## src/rtl/sdram_arb.sv

```systemverilog
// sdram_arb: arbitrates the fetch and data ports onto the single SDRAM controller request interface.
// Define SDRAM_ARB_RR_EN for round-robin arbitration; otherwise data has fixed priority over fetch.
//
// state   | meaning
// IDLE    | no transaction; sample i_req/d_req and grant one
// ISSUE   | request presented; waiting for the controller to accept (m_busy low)
// WAIT_RD | read accepted; waiting for m_read_ready
// WAIT_WR | write accepted; waiting for the controller to go idle
// ACK     | ack pulse cycle; requests ignored so the client can drop its req
module sdram_arb #(
  parameter int ADDR_W = 24,
  parameter int DATA_W = 16
) (
  input  logic              clk,
  input  logic              rst,
  input  logic              i_req,
  input  logic [ADDR_W-1:0] i_addr,
  output logic              i_ack,
  output logic [DATA_W-1:0] i_data,
  input  logic              d_req,
  input  logic              d_we,
  input  logic [ADDR_W-1:0] d_addr,
  input  logic [DATA_W-1:0] d_wdata,
  output logic              d_ack,
  output logic [DATA_W-1:0] d_rdata,
  output logic [ADDR_W-1:0] m_addr,
  output logic [DATA_W-1:0] m_wdata,
  output logic              m_read_req,
  output logic              m_write_req,
  input  logic [DATA_W-1:0] m_rdata,
  input  logic              m_busy,
  input  logic              m_read_ready
);

  typedef enum logic [2:0] {IDLE, ISSUE, WAIT_RD, WAIT_WR, ACK} state_t;

  state_t state;
  logic   grant_d;
  logic   pick_d;

`ifdef SDRAM_ARB_RR_EN
  logic last_d;

  // On contention the port that did not win last time goes first.
  always_comb begin
    pick_d = 1'b0;
    if (d_req && (!i_req || !last_d))
      pick_d = 1'b1;
  end
`else
  always_comb begin
    pick_d = 1'b0;
    if (d_req)
      pick_d = 1'b1;
  end
`endif

  always_ff @(posedge clk) begin
    if (rst) begin
      state       <= IDLE;
      i_ack       <= 1'b0;
      d_ack       <= 1'b0;
      m_read_req  <= 1'b0;
      m_write_req <= 1'b0;
      m_addr      <= '0;
      m_wdata     <= '0;
      i_data      <= '0;
      d_rdata     <= '0;
      grant_d     <= 1'b1;
`ifdef SDRAM_ARB_RR_EN
      last_d      <= 1'b0;
`endif
    end else begin
      i_ack <= 1'b0;
      d_ack <= 1'b0;
      case (state)
        IDLE: begin
          if (d_req || i_req) begin
            grant_d <= pick_d;
`ifdef SDRAM_ARB_RR_EN
            last_d  <= pick_d;
`endif
            if (pick_d) begin
              m_addr <= d_addr;
              if (d_we) begin
                m_wdata     <= d_wdata;
                m_write_req <= 1'b1;
              end else begin
                m_read_req  <= 1'b1;
              end
            end else begin
              m_addr     <= i_addr;
              m_read_req <= 1'b1;
            end
            state <= ISSUE;
          end
        end
        ISSUE: begin
          // The controller latches the request on the same edge it sees itself idle.
          if (!m_busy) begin
            m_read_req  <= 1'b0;
            m_write_req <= 1'b0;
            state       <= m_write_req ? WAIT_WR : WAIT_RD;
          end
        end
        WAIT_RD: begin
          if (m_read_ready) begin
            if (grant_d) begin
              d_rdata <= m_rdata;
              d_ack   <= 1'b1;
            end else begin
              i_data  <= m_rdata;
              i_ack   <= 1'b1;
            end
            state <= ACK;
          end
        end
        WAIT_WR: begin
          if (!m_busy) begin
            d_ack <= 1'b1;
            state <= ACK;
          end
        end
        ACK: begin
          state <= IDLE;
        end
        default: begin
          state <= IDLE;
        end
      endcase
    end
  end

endmodule

```

## config.mk

```make
export PLATFORM = sky130hd
export DESIGN_NAME = sdram_arb
export DESIGN_NICKNAME = d
export VERILOG_FILES = /design/src/rtl/sdram_arb.sv
export SDC_FILE = /design/constraint.sdc
export NUM_CORES = 1
export LEC_CHECK = 0
export ABC_AREA = 1
export BUFFER_PORTS_ARGS = -buffer_cell sky130_fd_sc_hd__buf_2
export CORE_MARGIN = 2
export CORE_UTILIZATION = 30
export CTS_BUF_LIST = sky130_fd_sc_hd__clkbuf_2
export DETAILED_ROUTE_END_ITERATION = 7
export GPL_ROUTABILITY_DRIVEN = 0
export PLACE_DENSITY_LB_ADDON = 0.08
export SYNTH_ARGS = -nofsm -noshare
export SYNTH_HDL_FRONTEND = slang
export SYNTH_SLANG_ARGS = --single-unit
export TNS_END_PERCENT = 50
```

## constraint.sdc

```tcl
create_clock -name clk -period 3.33 [get_ports clk]
set_clock_uncertainty 0.05 [all_clocks]
set_input_delay 0 -clock clk [delete_from_list [all_inputs] [get_ports clk]]
set_output_delay 0 -clock clk [all_outputs]
set_load 0.02 [all_outputs]
```

# Word level (Yosys, flattened, before mapping)
# Cells that the tools add are included.
# Widths: inputs -> output; s select.
# word_totals
ff_bits,80
latch_bits,0
mem_bits_rw,0
rom_bits,0
in_bits,87
out_inout_bits,76
memories,0
# classes
addsub,0
mul,0
div_mod_pow,0
n_lt_le_gt_ge,0
eq_ne,10
shifts,0
muxes,22
bitwise_logic,3
reduce_logical,11
# op_table
cell,n
$mux 24,1
$mux 1,13
$mux 3,4
$ne 2x2->1 const B,6
$pmux 3 s4,1
$reduce_and 4->1,3
$eq 3x2->1 const B,2
$pmux 1 s2,3
$reduce_and 3->1,2
$reduce_and 5->1,1
$eq 3x1->1 const B,1
$logic_not 3->1,1
$ne 3x3->1 const B,1
$not 1->1,3
$reduce_or 3->1,1
$reduce_and 2->1,1
$reduce_bool 2->1,1
$logic_or 1x1->1,1

# Logic depth before layout (Yosys ltp)
# logic_depth
depth_word,4
depth_mapped,8

# Least setup slack after synthesis
# Ideal clock, no wire load.
# synth_path
path_kind,reg-to-reg
startpoint,reg state[0]
endpoint,reg d_rdata[10]
setup_ps,116
arrival_time_ps,1139
t_required_ps,3164
slack_ps,2025
stages_incl_launch_ff,7
n_path_buf,2
synth_period_minus_slack_ps,1305
cell_sequence,dfxtp_1 -> buf_4 -> nor2_2 -> nand3_1 -> clkbuf_1 -> o21ai_0 -> nor2_1
# synth_between
elab_chain_len,2
# synth_lines
element,line,rtl
from (decl),37,state_t state;
from (signal assigned),103,state <= m_write_req ? WAIT_WR : WAIT_RD;
$eq 3x2->1,76,case (state)
$reduce_and 3->1 (no source line),--,
to (signal assigned),109,d_rdata <= m_rdata;
to (decl),25,"output logic [DATA_W-1:0] d_rdata,"
# Every way passes these cells.
# A chain may end at the register's enable or synchronous reset.

# Worst setup path in the final report
# layout_path
startpoint,in d_req
endpoint,reg m_wdata[15]
# layout_between
elab_chain_len,2
word_cells_on_any_way,3
cone_classes,1 x mux; 2 x reduce/logical
# layout_lines
element,line,rtl
from (decl),20,"input logic d_req,"
$mux 1 / $logic_or 1x1->1 (equally long branches),"53, 78",
$reduce_and 4->1 (no source line) (*),--,
to (signal assigned),86,m_wdata <= d_wdata;
to (decl),27,"output logic [DATA_W-1:0] m_wdata,"
# Mark *: on every way between the ends. The rest lies on a longest branch, timed or not.

==> metrics.cfg <==
[synth]
ys_seq_area_share_pct = 50.4
postSynthAreaPerCell_sq_um = 7.20
syn_nets = 529
synth_cell_types = 20
syn_area_sq_um = 3180
yosys_warnings = 0
ys_seq_elements = 80
syn-instance-count = 442

[timing]
relSlewSlack_pct = 50.4
fin_tns_setup_ps = 0
tightest_slew_ps = 743
period_needed_ps = 2210
hold_slack_ps = 247
setup_viol = 0
fmax_ghz = 0.453
grt_setup_unrepaired = no
finalHoldViolations = 0
fin_crit_sh_pct = 66.3
finalMaxSlewViolations = 0
finalWorstSetupSlack_ps = 1120

[clock_network]
cts_root_buffer = clkbuf_2
clk_path_buf_depth = 2
cts_tree = yes
hold_buffers = 105
htree_levels = 3
post_cts_buffers = 0
cts.sinks = 80
cts-resized-gates = 0
clk_pin_slew_ps = 210
cts_inserted_buffers = 9
clock_latency_ps = 500

[placed_design]
place_ws_ps = 1360
io_buffers = 162
dp_hpwl_um = 6250
place_inst = 718

[floorplanning]
io_pins = 163
die_w_um = 107
start_util_pct = 30.8
die_area_sq_um = 11400
chipHeight_um = 107
rows = 37
coreArea_sq_um = 10300

[layout]
utilization_pct = 50.6
fill_cells = 1053
num-nets-final = 785
final_cells = 839
drive_gt1_share_pct = 26.3
area_delta_synth_final_pct = 64.2
antennaDiodeCount = 0

[grt]
grt_max_degree = 59
grtUsageTotal_pct = 17.9
grt_pass1_wl_um = 16300
grt_pass1_vias = 3605
grt-ovfl-total = 0
antenna_found_initial = 0

[setup_path]
crit_family = buffers and inverters
path_cells = dlygate4sd3_1 > buf_2 > nand2_1 > clkinv_1 > nand3_2 > nand2_1 > a21oi_1 > dlygate4sd3_1
critical_path_required_ps = 3710
cpPeakStageDelay_ps = 570
crit_slowest_cell = dlygate4sd3_1
worstSetupEndpointType = flop
path_class = in2reg
crit_path_max_fanout = 19
critPathBufInv = 4
startpoint_type = primary input
cp.arrival_ps = 2590

[detailed_routing]
drt-total-wl_um = 10100
detail_route.wl_per_cell_um = 12.1
drc = 0
dr_total_vias = 3715
drt-vias-per-instance = 4.43
antenna_left = 0
firstDrtPassIters = 5
dr.first_iter.drc_count = 154

[worst_hold_path]
min_path_type = in2reg

[power]
p_leak_nw = 2.60
powerDensity_nw_per_um2 = 582
peakVddDrop_mv = 0.292

[job]
maxCapViolations = 0

[run_status]
outcome = finished clean

[flip-flops by register name, indices dropped and copies added (netlist names)]
name	count
state	3
grant_d	1
d_rdata	16
d_ack	1
m_write_req	1
i_ack	1
i_data	16
m_addr	24
m_read_req	1
m_wdata	16
[cell type report]
class	count	area [sq um]	area share [%]
clock inverters	5	47.5	0.911
well taps	136	170	3.26
clock buffers	11	55.1	1.05
multi-input cells	302	1330	25.5
inverters	35	131	2.52
flip-flops and latches	80	1600	30.7
repair buffers	270	1880	36.1
[final timing paths]
check,startpoint,end,slack (ps),cells after the start
min,m_rdata[9],i_data[9],250,4
max reg2reg,state[2],state[0],1150,7
max,d_req,m_wdata[15],1120,8
min reg2reg,m_read_req,m_read_req,430,2
[cells by family after synthesis]
family / synth area share [%]
buf+inv: 7.79
simple gates: 25.5
flops: 50.4
compound gates: 16.4
[tightest hold or removal path, cell delays in order]
cell	delay, ps
dlygate4sd3_1	520
buf_2	110
o21ai_0	70
nor2_1	80
[power by group]
part | switching (mW) | internal [mW]
clock network | 0.326 | 0.173
logic | 0.796 | 0.463
registers | 0.115 | 1.17
[synthesized netlist by cell type]
master | count | share of area (%)
a211oi_1 | 1 | 0.24
a21oi_1 | 20 | 3.1
buf_2 | 8 | 1.3
buf_4 | 3 | 0.71
clkbuf_1 | 13 | 1.5
clkbuf_2 | 1 | 0.16
clkinv_1 | 1 | 0.12
dfxtp_1 | 80 | 50
inv_1 | 33 | 3.9
inv_2 | 1 | 0.12
nand2_1 | 50 | 5.9
nand3_1 | 24 | 3.8
nand3_2 | 2 | 0.63
nor2_1 | 118 | 14
nor2_2 | 2 | 0.39
nor3_1 | 1 | 0.16
nor3_4 | 1 | 0.51
nor4_1 | 1 | 0.20
o211ai_1 | 1 | 0.24
o21ai_0 | 81 | 13
[cells in the final DEF (no fill, tap or decap)]
cell,count
a21oi_1,20
nand3_2,2
inv_1,33
o211ai_1,1
nor2_2,2
dlygate4sd3_1,105
nor3_4,1
bufinv_16,1
o21ai_0,81
nor2_1,118
clkbuf_2,11
nand2_1,50
nor4_1,1
clkinv_1,3
nor3_1,1
inv_2,1
a211oi_1,1
buf_2,162
nand3_1,24
buf_4,3
dfxtp_1,80
clkinv_2,2
[layer usage]
layer  up-vias  wire [um]  GRT usage [%]
met5         -          0              0
met4         0        256           8.63
met3        22        632           3.83
met2       136       4740           30.5
met1      1634       4510           21.4
li1       1923          -              -
[through the flow]
stage / instance area (sq um) / power [mW]
final: 5220 / 3.04
after global routing: 5220 / 3.29
after CTS: 5220 / 3.07
after detailed placement: 4070 / 2.44
after global placement: 4070 / 2.43
after floorplan: 3180 / 2.06
Power figures use the tool's default switching activity.
